**src/rtl/instr_fetch_if.sv**
```systemverilog
// Fetch-stage bundle: ROM address/data, decode valid/ready, execute redirect.
// INSTR_FETCH_CNT_EN adds the o_fetch_cnt handshake counter.
interface instr_fetch_if #(
  parameter int unsigned ADDR_W = 14
);
  logic [ADDR_W-1:0] o_addr;
  logic [31:0]       i_rom_data;
  logic [31:0]       o_instr;
  logic [31:0]       o_pc;
  logic              o_valid;
  logic              i_ready;
  logic              i_redirect;
  logic [31:0]       i_redirect_pc;
  logic              o_misalign;
`ifdef INSTR_FETCH_CNT_EN
  logic [31:0]       o_fetch_cnt;
`endif

  modport master (
    output o_addr,
    input  i_rom_data,
    output o_instr,
    output o_pc,
    output o_valid,
    input  i_ready,
    input  i_redirect,
    input  i_redirect_pc,
    output o_misalign
`ifdef INSTR_FETCH_CNT_EN
    , output o_fetch_cnt
`endif
  );

  modport slave (
    input  o_addr,
    output i_rom_data,
    input  o_instr,
    input  o_pc,
    input  o_valid,
    output i_ready,
    output i_redirect,
    output i_redirect_pc,
    input  o_misalign
`ifdef INSTR_FETCH_CNT_EN
    , input o_fetch_cnt
`endif
  );
endinterface

```
**src/rtl/instr_fetch.sv**
```systemverilog
// Multicycle fetch stage: REQ -> CAP -> VALID per instruction, redirects from execute.
// Define INSTR_FETCH_CNT_EN to add the accepted-fetch counter o_fetch_cnt.
module instr_fetch #(
  parameter logic [31:0] RESET_PC = 32'h0000_0000,
  parameter int unsigned ADDR_W   = 14
) (
  input logic           clk,
  input logic           rst,
  instr_fetch_if.master bus
);

  localparam logic [1:0] StReq   = 2'd0;
  localparam logic [1:0] StCap   = 2'd1;
  localparam logic [1:0] StValid = 2'd2;
  localparam logic [1:0] StErr   = 2'd3;

  logic [1:0]  state_q, state_d;
  logic [31:0] pc_q, pc_d;
  logic [31:0] instr_q, instr_d;
  logic [31:0] opc_q, opc_d;
  logic        valid_q, valid_d;
  logic        misalign_q, misalign_d;
  logic        handshake;

  assign handshake = valid_q & bus.i_ready;

  always_comb begin
    state_d    = state_q;
    pc_d       = pc_q;
    instr_d    = instr_q;
    opc_d      = opc_q;
    valid_d    = valid_q;
    misalign_d = misalign_q;

    if (bus.i_redirect) begin
      // Redirect wins in every state; any word in flight is simply never captured.
      pc_d    = bus.i_redirect_pc;
      valid_d = 1'b0;
      if (bus.i_redirect_pc[1:0] != 2'b00) begin
        state_d    = StErr;
        misalign_d = 1'b1;
      end else begin
        state_d    = StReq;
        misalign_d = 1'b0;
      end
    end else begin
      unique case (state_q)
        StReq: state_d = StCap;
        StCap: begin
          instr_d = bus.i_rom_data;
          opc_d   = pc_q;
          valid_d = 1'b1;
          state_d = StValid;
        end
        StValid: begin
          if (handshake) begin
            pc_d    = pc_q + 32'd4;
            valid_d = 1'b0;
            state_d = StReq;
          end
        end
        StErr: valid_d = 1'b0;
        default: state_d = StReq;
      endcase
    end
  end

  always_ff @(posedge clk) begin
    if (rst) begin
      state_q    <= StReq;
      pc_q       <= RESET_PC;
      instr_q    <= 32'd0;
      opc_q      <= 32'd0;
      valid_q    <= 1'b0;
      misalign_q <= 1'b0;
    end else begin
      state_q    <= state_d;
      pc_q       <= pc_d;
      instr_q    <= instr_d;
      opc_q      <= opc_d;
      valid_q    <= valid_d;
      misalign_q <= misalign_d;
    end
  end

  assign bus.o_addr     = pc_q[ADDR_W-1:0];
  assign bus.o_instr    = instr_q;
  assign bus.o_pc       = opc_q;
  assign bus.o_valid    = valid_q;
  assign bus.o_misalign = misalign_q;

`ifdef INSTR_FETCH_CNT_EN
  logic [31:0] cnt_q;

  // A handshake coinciding with a redirect still counts: that instruction was accepted.
  always_ff @(posedge clk) begin
    if (rst) begin
      cnt_q <= 32'd0;
    end else if (handshake) begin
      cnt_q <= cnt_q + 32'd1;
    end
  end

  assign bus.o_fetch_cnt = cnt_q;
`endif

endmodule
```
**src/flat_wrapper.sv**
```systemverilog
// flat-port wrapper written by rule: the top's interface ports become plain ports
module instr_fetch_flat 
#(
  parameter logic [31:0] RESET_PC = 32'h0000_0000,
  parameter int unsigned ADDR_W   = 14
)
  (clk, rst, bus_o_addr, bus_i_rom_data, bus_o_instr, bus_o_pc, bus_o_valid, bus_i_ready, bus_i_redirect, bus_i_redirect_pc, bus_o_misalign);
  instr_fetch_if #(.ADDR_W(ADDR_W)) bus_i ();
  input logic clk;
  input logic rst;
  output wire logic [$bits(bus_i.o_addr)-1:0] bus_o_addr;
  input wire logic [$bits(bus_i.i_rom_data)-1:0] bus_i_rom_data;
  output wire logic [$bits(bus_i.o_instr)-1:0] bus_o_instr;
  output wire logic [$bits(bus_i.o_pc)-1:0] bus_o_pc;
  output wire logic [$bits(bus_i.o_valid)-1:0] bus_o_valid;
  input wire logic [$bits(bus_i.i_ready)-1:0] bus_i_ready;
  input wire logic [$bits(bus_i.i_redirect)-1:0] bus_i_redirect;
  input wire logic [$bits(bus_i.i_redirect_pc)-1:0] bus_i_redirect_pc;
  output wire logic [$bits(bus_i.o_misalign)-1:0] bus_o_misalign;
  assign bus_o_addr = bus_i.o_addr;
  assign bus_i.i_rom_data = bus_i_rom_data;
  assign bus_o_instr = bus_i.o_instr;
  assign bus_o_pc = bus_i.o_pc;
  assign bus_o_valid = bus_i.o_valid;
  assign bus_i.i_ready = bus_i_ready;
  assign bus_i.i_redirect = bus_i_redirect;
  assign bus_i.i_redirect_pc = bus_i_redirect_pc;
  assign bus_o_misalign = bus_i.o_misalign;
  instr_fetch #(.RESET_PC(RESET_PC), .ADDR_W(ADDR_W)) u_core (.clk(clk), .rst(rst), .bus(bus_i));
endmodule
```
**config.mk**
```make
export PLATFORM = sky130hd
export DESIGN_NAME = instr_fetch_flat
export DESIGN_NICKNAME = d
export VERILOG_FILES = /design/src/rtl/instr_fetch_if.sv /design/src/rtl/instr_fetch.sv /design/src/flat_wrapper.sv
export SDC_FILE = /design/constraint.sdc
export NUM_CORES = 1
export LEC_CHECK = 0
export CAP_MARGIN = 20
export CELL_PAD_IN_SITES_DETAIL_PLACEMENT = 1
export CELL_PAD_IN_SITES_GLOBAL_PLACEMENT = 2
export CORE_ASPECT_RATIO = 1.2
export CORE_UTILIZATION = 25
export CTS_CLUSTER_DIAMETER = 200
export DETAILED_ROUTE_END_ITERATION = 7
export GPL_ROUTABILITY_DRIVEN = 0
export GPL_TIMING_DRIVEN = 0
export PLACE_DENSITY = 0.82
export SKIP_CTS_REPAIR_TIMING = 1
export SYNTH_ARGS = -nofsm -noshare
export SYNTH_HDL_FRONTEND = slang
export SYNTH_SLANG_ARGS = --single-unit
export TNS_END_PERCENT = 10
```
**constraint.sdc**
```tcl
create_clock -name clk -period 2.7 [get_ports clk]
set_input_delay 0.27 -clock clk [delete_from_list [all_inputs] [get_ports clk]]
set_output_delay 0.27 -clock clk [all_outputs]
set_load 0.05 [all_outputs]
```
==> results.py, run 1 <==
metrics = {
    "layout": {
        "final_cells": 921,
        "final_layout_size_suffix_gt1_frac": 0.04823,
        "synthToLayoutAreaGrowth_pct": 48.29,
        "final_nets": 774,
        "design_area_mm2": 0.006459,
        "diodes": 0,
        "final_common_cell": "clkdlybuf4s50_1",
        "fill_cells": 2006,
        "final_cell_mix": "clkdlybuf4s50_1 (147), nand2_1 (140), dfxtp_1 (100), a21oi_1 (68), nor2_1 (25)",
        "fin_util": 0.3803,
    },
    "power_and_ir_drop": {
        "p_int_mw": 2.848,
        "p_sw_frac": 0.2829,
        "vdd_drop_max_mv": 0.2596,
        "power-per-cell-area_mw_per_mm2": 615.0,
        "p_total_mw": 3.972,
        "combPwrFrac": 0.189,
        "p_leak_nw": 2.174,
        "clockPowerShare": 0.399,
        "p_switching_mw": 1.124,
        "seq_power_share": 0.412,
    },
    "logic_synthesis": {
        "yosys.area.top_type": "dfxtp_1",
        "netlist-cell-type-count": 43,
        "synth_edf_count": 0,
        "synthArstFlopShare": 0,
        "synth-seq-area-share": 0.4596,
        "yosys_warnings": 0,
        "synth_seq_cells": 100,
        "synth-main-ff-cell": "dfxtp_1",
        "synth_top_area_frac": 0.4596,
        "syn_inst": 543,
        "synth.top_cells.by_area": "dfxtp_1 (46%), nand2_1 (12%), a21oi_1 (7.8%)",
        "synth_fp_nets": 616,
        "syn_area_per_cell_um2": 8.021,
        "syn_area_mm2": 0.004355,
    },
    "hold_path": {
        "hold_class": "reg -> reg",
        "min-delay-start": "u_core.bus.o_pc[12]",
    },
    "timing": {
        "whs_ps": 456.3,
        "setup_slack_ps": 176.9,
        "fmax_mhz": 396.3,
        "hold_viol_final": 0,
        "slew_headroom": 0.5021,
        "setup_viol": 0,
        "final.setup.tns_ps": 0,
        "clock_skew_ps": 10.43,
        "post-route-period-util": 0.9345,
        "post-route-min-period_ps": 2523,
        "worst_pin_slew_ps": 740.0,
        "maxSlewViolCount": 0,
        "rsz0062_at_grt": "no",
    },
    "routing": {
        "routedWlPerCell_um": 16.60,
        "via_per_inst": 4.835,
        "dr.pass1.iters": 4,
        "drc_errors": 0,
        "ant_nets": 0,
        "vias": 4453,
        "drt_iter0_drc": 125,
        "drt_wl_total_um": 15290,
    },
    "grt": {
        "grtUsageTotal": 0.1715,
        "grt_max_degree": 17,
        "antenna_found_initial": 0,
        "globalRouteOverflowTotal": 0,
        "grt_pass1_wl_um": 24050,
        "grt_pass1_vias": 4636,
    },
    "status": {
        "status": "completed",
    },
    "clocking": {
        "clk_pin_slew_ps": 70,
        "htree_levels": 3,
        "cts-root-buf": "clkbuf_16",
        "cts_sinks": 100,
        "clk_path_buf_depth": 2,
        "clock_latency_ps": 340,
        "cts_tree": "yes",
        "cts_buffers": 9,
    },
    "critical_path": {
        "end_kind": "register",
        "start_kind": "register",
        "cp.required_ps": 2930,
        "crit_type": "reg -> reg",
        "arrival_ps": 2760,
        "path_buf_inv": 1,
        "timing.rr.start": "u_core.pc_q[2]",
        "cp_max_fo": 9,
        "cpPeakStageDelay_ps": 580,
        "crit_chain": "ha_1 > nand4_1 > or4_1 > buf_2 > or4_1 > o2111a_1",
        "worstSetupStartpoint": "u_core.pc_q[2]",
        "cp_slowest_cell": "or4_1",
        "crit_family": "simple AND/OR/NAND/NOR gates",
        "cpMostUsedCell": "or4_1",
    },
    "placement": {
        "place_area_mm2": 0.006097,
        "io_buffers": 147,
        "dp_hpwl_um": 11580,
        "dp_slack_ps": 97.41,
        "dp_cells": 906,
    },
    "floorplanning": {
        "ios": 148,
        "num_rows": 52,
        "start_util": 0.2565,
        "die_h_um": 146.6,
        "coreArea_mm2": 0.01698,
        "fp.dieArea_mm2": 0.01796,
        "die_x_um": 122.5,
    },
    "job": {
        "cap_violations": 0,
    },
}
==> worst paths after layout <==
check | depth (start not counted) | end | slack [ps]
worst max register to register | 6 | u_core.pc_q[20] | 180
worst max-delay path | 6 | u_core.pc_q[20] | 180
worst min register to register | 2 | u_core.bus.o_pc[12] | 460
worst min-delay path | 2 | u_core.bus.o_pc[12] | 460
==> state kept, by name, summed over array words and instances (netlist names) <==
name and count:
u_core.bus.o_instr 32, u_core.bus.o_pc 32, u_core.pc_q 32, u_core.state_q 2, u_core.bus.o_misalign 1, u_core.bus.o_valid 1
==> power groups by stage <==
| stage | sequential (mW) | combinational, mW | clock [mW] |
|---|---|---|---|
| 2_1_floorplan | 1.80 | 0.298 | 0 |
| 3_3_place_gp | 1.67 | 0.741 | 0 |
| 3_5_place_dp | 1.67 | 0.757 | 0 |
| 4_1_cts | 1.64 | 0.761 | 1.61 |
| 5_1_grt | 1.65 | 0.807 | 1.68 |
| 6_report | 1.64 | 0.750 | 1.59 |
==> worst min-delay path, delay by kind of cell (launching register included) <==
family / cells / cell delay, ps
compound gates: 1 / 50
simple gates: 1 / 50
flops: 1 / 310
==> final cells by class <==
type / instances / area, um^2 / area share
Sequential cell: 100 / 2002 / 0.3100
Inverter: 11 / 41.29 / 0.006393
Tap cell: 216 / 270.3 / 0.04184
Buffer: 51 / 245.2 / 0.03797
Clock buffer: 9 / 225.2 / 0.03487
Multi-Input combinational cell: 381 / 2067 / 0.3200
Clock inverter: 6 / 136.4 / 0.02112
Timing Repair Buffer: 147 / 1471 / 0.2278
==> synth_stat cells, drive strengths merged, types with 6 or more instances <==
| master | number |
|---|---|
| dfxtp | 100 |
| and4 | 8 |
| nand2 | 140 |
| clkbuf | 24 |
| o2111a | 6 |
| buf | 27 |
| inv | 11 |
| nand3 | 13 |
| a21oi | 68 |
| a211oi | 16 |
| nand4 | 15 |
| nor2 | 25 |
| nor3 | 10 |
| o211ai | 7 |
| nor4 | 9 |
==> logic make-up (layout without fill, tap and decap cells) <==
family	count (synthesis)	count (layout)	share of synthesized area
and+or+nand+nor	241	241	0.2525
AOI/OAI and AO/OA	123	123	0.1830
DFF	100	100	0.4596
buffers and inverters	62	224	0.06578
xor gates and xnor gates	10	10	0.02011
adders and majority gates	5	5	0.01436
muxes	2	2	0.004597
==> metal layers <==
layer / vias to the layer above / track usage / wire [um]
li1: 2203 / - / -
met1: 2140 / 0.2012 / 6620
met2: 92 / 0.3065 / 7765
met3: 18 / 0.03242 / 626
met4: 0 / 0.05732 / 276
met5: - / 0 / 0
Note: power is estimated with default switching activity, not from simulation.
==> run 2: changes to the inputs <==
--- a/config.mk
+++ b/config.mk
@@ -15,7 +15,10 @@
 export GPL_ROUTABILITY_DRIVEN = 0
 export GPL_TIMING_DRIVEN = 0
 export PLACE_DENSITY = 0.82
+export REMOVE_ABC_BUFFERS = 1
+export SETUP_SLACK_MARGIN = 0.3
 export SKIP_CTS_REPAIR_TIMING = 1
+export SLEW_MARGIN = 20
 export SYNTH_ARGS = -nofsm -noshare
 export SYNTH_HDL_FRONTEND = slang
 export SYNTH_SLANG_ARGS = --single-unit
==> results.py, run 2 (synthesis results as in run 1) <==
metrics = {
    "status": {
        "status": "completed",
    },
    "critical_path": {
        "end_kind": "register",
        "cp.required_ps": 2940,
        "cp_max_fo": 9,
        "start_kind": "register",
        "crit_type": "reg -> reg",
        "arrival_ps": 2550,
    },
    "layout": {
        "fill_cells": 1989,
        "final_common_cell": "clkdlybuf4s50_1",
        "final_nets": 730,
        "synthToLayoutAreaGrowth_pct": 44.30,
        "final_layout_size_suffix_gt1_frac": 0.05287,
        "final_cell_mix": "clkdlybuf4s50_1 (145), nand2_1 (139), dfxtp_1 (99), a21oi_1 (68), nor2_1 (25)",
        "final_cells": 878,
        "diodes": 0,
        "design_area_mm2": 0.006285,
    },
    "hold_path": {
        "hold_class": "in -> reg",
    },
    "clocking": {
        "cts-root-buf": "clkbuf_16",
        "cts_sinks": 100,
        "cts_buffers": 9,
        "htree_levels": 3,
        "clk_path_buf_depth": 2,
        "cts_tree": "yes",
        "clock_latency_ps": 350,
        "clk_pin_slew_ps": 70,
    },
    "routing": {
        "drt_iter0_drc": 85,
        "ant_nets": 0,
        "drt_wl_total_um": 13940,
        "routedWlPerCell_um": 15.87,
        "vias": 4257,
        "drc_errors": 0,
        "dr.pass1.iters": 4,
        "via_per_inst": 4.849,
    },
    "timing": {
        "post-route-period-util": 0.8562,
        "clock_skew_ps": 6.614,
        "post-route-min-period_ps": 2312,
        "hold_viol_final": 0,
        "worst_pin_slew_ps": 742.0,
        "setup_viol": 0,
        "final.setup.tns_ps": 0,
        "whs_ps": 325.4,
        "rsz0062_at_grt": "no",
        "slew_headroom": 0.5053,
        "maxSlewViolCount": 0,
        "fmax_mhz": 432.6,
    },
    "placement": {
        "place_area_mm2": 0.005961,
        "dp_cells": 860,
        "io_buffers": 147,
        "dp_hpwl_um": 10010,
    },
    "grt": {
        "grt_max_degree": 66,
        "grt_pass1_vias": 4304,
        "grtUsageTotal": 0.1562,
        "grt_pass1_wl_um": 22000,
        "antenna_found_initial": 0,
        "busiest_layer": "met2",
        "met1_usage": 0.1859,
        "grt_use_met2": 0.2781,
        "globalRouteOverflowTotal": 0,
        "met3_usage": 0.02852,
    },
    "floorplanning": {
        "die_h_um": 146.6,
        "num_rows": 52,
        "ios": 148,
        "die_x_um": 122.5,
        "fp.dieArea_mm2": 0.01796,
        "coreArea_mm2": 0.01698,
        "start_util": 0.2565,
    },
    "power_and_ir_drop": {
        "seq_power_share": 0.444,
        "p_switching_mw": 1.116,
        "p_sw_frac": 0.3030,
        "p_leak_nw": 2.092,
        "vdd_drop_max_mv": 0.2330,
        "p_int_mw": 2.568,
        "clockPowerShare": 0.361,
        "combPwrFrac": 0.195,
        "power-per-cell-area_mw_per_mm2": 586.2,
    },
    "job": {
        "cap_violations": 0,
    },
}
## run 2: cell count changes in the layout (fill, tap and decap cells not counted), sizes merged
cell / change
bufinv: -3
buf: -18
clkdlybuf4s50: -2
clkinv: +1
inv: +2
clkbuf: -23
## run 2: cell type report
class	count	area [um^2]	share of cell area
repair buffers	154	1574	0.2504
clock buffers	10	229.0	0.03643
clock inverters	6	68.82	0.01095
inverters	11	41.29	0.006570
flip-flops and latches	100	2003	0.3187
well taps	216	270.3	0.04300
multi-input cells	381	2098	0.3339
## run 2: path summary, 6_finish.rpt
| path | end | startpoint | slack [ps] | depth (start not counted) |
|---|---|---|---|---|
| max | u_core.pc_q[24] | u_core.pc_q[3] | 390 | 5 |
| min | u_core.pc_q[1] | rst | 330 | 2 |
| max reg2reg | u_core.pc_q[24] | u_core.pc_q[3] | 390 | 5 |
| min reg2reg | u_core.bus.o_pc[3] | u_core.bus.o_pc[3] | 460 | 2 |
## run 2: worst max-delay path: stages, from the launching register on
cell	delay (ps)
dfxtp_1	430
ha_1	240
nand4_1	230
or4_4	650
or4_1	500
o2111a_1	140
## run 2: layer usage
metal / vias up / part of all wire
met5: - / 0
met4: 0 / 0.011
met3: 11 / 0.041
met2: 99 / 0.51
met1: 2032 / 0.44
li1: 2115 / -
## run 2: power by group through the flow
stage               Combinational (mW)  Clock [mW]  Sequential [mW]
floorplan                        0.194           0             1.85
global placement                 0.696           0             1.66
detailed placement               0.728           0             1.67
CTS                              0.731        1.39             1.64
global route                     0.772        1.46             1.65
finish                           0.720        1.33             1.64
## run 2: through the flow
| step | util | setup slack (ps) | power (mW) |
|---|---|---|---|
| after floorplan | - | -307.1 | 2.047 |
| after global placement | 0.3446 | -3289 | 2.360 |
| after detailed placement | 0.3510 | 20.70 | 2.399 |
| after CTS | 0.3686 | 72.36 | 3.759 |
| after global routing | 0.3701 | 301.9 | 3.879 |
| final | 0.3701 | 388.4 | 3.684 |
==> run 3: changes to the inputs <==
--- a/config.mk
+++ b/config.mk
@@ -10,7 +10,6 @@
 export CELL_PAD_IN_SITES_GLOBAL_PLACEMENT = 2
 export CORE_ASPECT_RATIO = 1.2
 export CORE_UTILIZATION = 25
-export CTS_CLUSTER_DIAMETER = 200
 export DETAILED_ROUTE_END_ITERATION = 7
 export GPL_ROUTABILITY_DRIVEN = 0
 export GPL_TIMING_DRIVEN = 0
==> results of run 3 <==
The final DEF is identical to that of run 2; final timing and power are the same.
